File: src/rtl/preset_sequencer.sv
// Footswitch preset sequencer: keeps three MIDI program slots and sends Program Change messages.
// Optional MIDI running status (status byte sent only once after reset) via `define PRESET_RUNNING_STATUS_EN.
module preset_sequencer #(
  parameter logic [3:0] MIDI_CHANNEL = 4'd0,
  parameter logic [6:0] PRESET0_INIT = 7'd0,
  parameter logic [6:0] PRESET1_INIT = 7'd1,
  parameter logic [6:0] PRESET2_INIT = 7'd2
) (
  input  logic       clk,
  input  logic       rst,
  input  logic [1:0] btn_index,
  input  logic       save_mode,
  input  logic       rx_prog_valid,
  input  logic [6:0] rx_prog,
  output logic [7:0] tx_data,
  output logic       tx_valid,
  input  logic       tx_ready,
  output logic       busy,
  output logic       saved,
  output logic [1:0] active_slot,
  output logic [1:0] state_dbg
);

  // TX handshake: a byte moves when tx_valid && tx_ready in the same cycle; while
  // tx_valid is high and tx_ready low, tx_data and tx_valid stay unchanged.
  typedef enum logic [1:0] {
    IDLE   = 2'd0,
    STATUS = 2'd1,
    DATA   = 2'd2
  } state_t;

  state_t     state_q, state_d;
  logic [6:0] slot_q [3];
  logic [6:0] cap_prog_q;
  logic       cap_valid_q;
  logic       pend_valid_q;
  logic [1:0] pend_slot_q;
  logic [6:0] msg_q;
  logic       rs_skip;

  logic       save_evt, recall_evt, save_ok, start;
  logic [6:0] save_prog;
  logic [1:0] start_slot;
  logic [6:0] start_prog;

  assign save_evt   = (btn_index != 2'd0) && save_mode;
  assign recall_evt = (btn_index != 2'd0) && !save_mode;
  // A program arriving in the same cycle as a save goes straight into the slot.
  assign save_prog  = rx_prog_valid ? rx_prog : cap_prog_q;
  assign save_ok    = save_evt && (rx_prog_valid || cap_valid_q);
  assign start      = (state_q == IDLE) && (recall_evt || pend_valid_q);
  assign start_slot = recall_evt ? btn_index : pend_slot_q;

  always_comb begin
    start_prog = slot_q[2];
    case (start_slot)
      2'd1:    start_prog = slot_q[0];
      2'd2:    start_prog = slot_q[1];
      default: start_prog = slot_q[2];
    endcase
  end

`ifdef PRESET_RUNNING_STATUS_EN
  logic rs_sent_q;

  always_ff @(posedge clk or negedge rst) begin
    if (!rst) rs_sent_q <= 1'b0;
    else if (state_q == STATUS && tx_ready) rs_sent_q <= 1'b1;
  end

  assign rs_skip = rs_sent_q;
`else
  assign rs_skip = 1'b0;
`endif

  always_ff @(posedge clk or negedge rst) begin
    if (!rst) begin
      state_q      <= IDLE;
      slot_q[0]    <= PRESET0_INIT;
      slot_q[1]    <= PRESET1_INIT;
      slot_q[2]    <= PRESET2_INIT;
      cap_prog_q   <= 7'd0;
      cap_valid_q  <= 1'b0;
      pend_valid_q <= 1'b0;
      pend_slot_q  <= 2'd0;
      msg_q        <= 7'd0;
      saved        <= 1'b0;
      active_slot  <= 2'd0;
    end else begin
      state_q <= state_d;
      saved   <= save_ok;
      if (rx_prog_valid) begin
        cap_prog_q  <= rx_prog;
        cap_valid_q <= 1'b1;
      end
      for (int i = 0; i < 3; i++) begin
        if (save_ok && btn_index == 2'(i + 1)) slot_q[i] <= save_prog;
      end
      // Recalls arriving mid-message park here; the newest one wins.
      if (recall_evt && state_q != IDLE) begin
        pend_valid_q <= 1'b1;
        pend_slot_q  <= btn_index;
      end else if (start) begin
        pend_valid_q <= 1'b0;
      end
      if (start) begin
        msg_q       <= start_prog;
        active_slot <= start_slot;
      end
    end
  end

  always_comb begin
    state_d  = state_q;
    tx_valid = 1'b0;
    tx_data  = 8'd0;
    case (state_q)
      IDLE: begin
        if (start) state_d = rs_skip ? DATA : STATUS;
      end
      STATUS: begin
        tx_valid = 1'b1;
        tx_data  = {4'hC, MIDI_CHANNEL};
        if (tx_ready) state_d = DATA;
      end
      DATA: begin
        tx_valid = 1'b1;
        tx_data  = {1'b0, msg_q};
        if (tx_ready) state_d = IDLE;
      end
      default: state_d = IDLE;
    endcase
  end

  assign busy      = (state_q != IDLE);
  assign state_dbg = state_q;

endmodule

File: config.mk
export PLATFORM = sky130hd
export DESIGN_NAME = preset_sequencer
export DESIGN_NICKNAME = d
export VERILOG_FILES = /design/src/rtl/preset_sequencer.sv
export SDC_FILE = /design/constraint.sdc
export NUM_CORES = 1
export LEC_CHECK = 0
export CAP_MARGIN = 40
export CORE_UTILIZATION = 55
export CTS_BUF_LIST = sky130_fd_sc_hd__clkbuf_8
export CTS_CLUSTER_SIZE = 40
export DETAILED_ROUTE_END_ITERATION = 16
export PLACE_DENSITY = 0.8
export SYNTH_ARGS = -nofsm -noshare
export SYNTH_HDL_FRONTEND = slang
export SYNTH_SLANG_ARGS = --single-unit
File: constraint.sdc
create_clock -name clk -period 2.2 [get_ports clk]
set_input_delay 0.22 -clock clk [delete_from_list [all_inputs] [get_ports clk]]
set_output_delay 0.22 -clock clk [all_outputs]
set_load 0.01 [all_outputs]
==> results.py <==
metrics = {
    "critical_path": {
        "rr_worst_depth": 5,
        "r2r_slack_ns": 0.45,
        "startpoint_type": "flop",
        "critPathArrivalTime_ns": 1.82,
        "cp-end-kind": "primary output",
        "cp.required_ns": 1.98,
        "path_class": "flop to primary output",
        "timing.rr.start": "state_dbg[0]",
        "crit_fanout": 5,
        "r2r_end": "msg_q[5]",
    },
    "clocking": {
        "numClockSinks": 44,
        "cts_tree": "built",
        "clk_latency_ns": 0.31,
        "htreeDepth": 2,
        "root_buffer": "clkbuf_8",
        "clkTransAtPathRegs_ns": 0.08,
        "clockBufferDepth": 2,
        "cts_setup_buffers": 0,
        "cts_buffers": 5,
    },
    "pwr": {
        "pwr-share-seq": 0.413,
        "power.internal_mw": 1.93,
        "swShare": 0.321,
        "p_switching_mw": 0.912,
        "share_comb_of_total_power": 0.393,
        "fin_total_pwr_mw": 2.84,
        "power_density_nw_per_um2": 1130,
        "vdd_drop_max_mv": 0.626,
        "pwr-share-clk": 0.193,
        "power.leakage_nw": 1.08,
    },
    "sta": {
        "hold_violations": 0,
        "finalSetupViolations": 0,
        "worstMarginPinSlew_ns": 0.546,
        "finalWorstPathRequiredPeriod_ns": 2.04,
        "setup_tns_ns": 0,
        "fmax_ghz": 0.491,
        "period_share": 0.926,
        "rsz0062_at_grt": "false",
        "maxSlewViolCount": 0,
        "maxSlewHeadroom": 0.636,
        "fin_skew_ns": 0.0107,
    },
    "yosys": {
        "ys_warn_count": 0,
        "synth_edf_count": 0,
        "avgSynthCellArea_um2": 13.3,
        "synthTopCellsByArea": "dfrtp_1 (52%), mux2_2 (22%), ha_1 (4.3%), a22oi_1 (2.6%), dfstp_2 (2.6%)",
        "synth_top_area_cell": "dfrtp_1",
        "synth.distinct_cells": 26,
        "synth_flop_cell": "dfrtp_1",
        "synth_most_common_cell": "dfrtp_1",
        "ys_ff_latch": 44,
        "netlist_area_um2": 2020,
        "seq_area_frac_synth": 0.545,
        "synthCells": 152,
        "synth_nets": 173,
        "synthTopCellsByCount": "dfrtp_1 (42), mux2_2 (39), nand2_1 (8), o21ai_0 (8)",
        "synth_top_area_share": 0.519,
        "synthArstFlopShare": 1.00,
    },
    "cells_and_area": {
        "fin_nets": 209,
        "n_antenna_cell": 0,
        "layout-drive-gt1-share": 0.333,
        "syn2layout_area_growth_pct": 23.9,
    },
    "floorplan": {
        "start_util": 0.588,
        "coreArea_um2": 3440,
        "die_height_um": 62.7,
        "die_x_um": 62.7,
        "io_pins": 29,
        "fp.dieArea_um2": 3930,
        "rows": 21,
    },
    "route": {
        "wire_per_inst_um": 16.7,
        "wl_mm": 3.93,
        "ant_nets": 0,
        "via_count": 1279,
        "drc": 0,
        "drt_pass1_iterations": 4,
        "drt_iter0_markers": 57,
        "via_per_inst": 5.44,
    },
    "placement": {
        "place.gp.congestion": 0.755,
        "hpwl_mm": 2.80,
        "port_buffers": 28,
    },
    "grt": {
        "track_usage": 0.233,
        "grt_max_degree": 24,
        "first_global_vias": 1365,
        "grt_overflow_total": 0,
        "antenna_found_initial": 0,
        "grt_pass1_wl_mm": 6.80,
    },
    "run_status": {
        "run_status": "finished clean",
    },
    "hold_path": {
        "hold_class": "input pin to async pin",
    },
    "flow_run": {
        "maxCapViolations": 0,
    },
}
-- kinds of logic after synthesis --
logic type,Yosys count,synth area share
flip-flops,44,0.545
AO/OA/AOI/OAI,25,0.0878
buffers and inverters,12,0.0272
adder cells (fa/ha/maj),7,0.0433
multiplexers,39,0.217
AND/OR/NAND/NOR,25,0.0792
-- metal layers --
layer	vias to the layer above	GRT usage	part of all wire
li1	602	-	-
met1	650	0.309	0.47
met2	22	0.364	0.48
met3	5	0.0602	0.031
met4	0	0.0959	0.019
met5	-	0	0
-- worst max-delay path: stages (launching register included) --
cell and delay (ns):
dfrtp_1 0.42, inv_1 0.13, ha_1 0.31, nor2b_1 0.12, clkdlybuf4s50_1 0.54
-- power by group through the flow --
stage	Clock, mW	Combinational, mW	Sequential [mW]
6_report	0.550	1.12	1.18
5_1_grt	0.594	1.22	1.20
4_1_cts	0.559	1.12	1.17
3_5_place_dp	0	1.11	1.18
3_3_place_gp	0	1.06	1.17
2_1_floorplan	0	0.700	1.16
-- how the worst max path moves through the flow --
stage	start	slack, ns	end	cells past startpoint
global placement	save_mode	0.07	msg_q[6]	6
global route	state_dbg[0]	0.05	tx_data[6]	4
CTS	state_dbg[0]	0.08	tx_data[6]	5
finish	state_dbg[0]	0.16	tx_data[6]	4
floorplan	btn_index[1]	0.45	msg_q[0]	7
detailed placement	save_mode	0.005	msg_q[3]	6
-- area by class of cell --
| class | instances | area [um2] |
|---|---|---|
| Sequential cell | 44 | 1100 |
| Fill cell | 221 | 935 |
| Multi-Input combinational cell | 96 | 877 |
| Timing Repair Buffer | 34 | 343 |
| Clock buffer | 7 | 96.3 |
| Tap cell | 46 | 57.6 |
| Inverter | 7 | 26.3 |
| Clock inverter | 1 | 3.75 |
-- state kept, by name, summed over array words and instances (netlist names) --
name and count:
state_dbg 2, slot_q 21, msg_q 7, pend_valid_q 1, pend_slot_q 2, saved 1, active_slot 2, cap_prog_q 7
cap_valid_q 1
-- stage by stage --
step           setup slack (ns)  hold WS (ns)  cell area (um2)  utilization  instances
2_1_floorplan             0.451       -0.0756             2020            -        152
3_3_place_gp             0.0721         0.401             2360        0.685        225
3_5_place_dp            0.00479         0.230             2380        0.693        226
4_1_cts                  0.0785         0.440             2500        0.726        235
5_1_grt                  0.0530         0.480             2510        0.728        235
6_report                  0.162         0.426             2510        0.728        235
-- layout by cell type, fill, tap and decap left out, types with 3 or more instances in the layout --
cell type / n
a22oi_1: 7
and2_1: 7
buf_4: 4
clkbuf_8: 7
clkdlybuf4s50_1: 27
dfrtp_1: 42
ha_1: 6
inv_1: 8
mux2_2: 39
nand2_1: 8
nor2_1: 3
o21ai_0: 8
-- repair_timing --
action / CTS / global route
hold buffers: 1 / 0
endpoints found under the setup margin: 1 / 1
endpoints found under the hold margin: 20 / 0
resized for setup: 1 / 1
(Power assumes the default switching activity.)
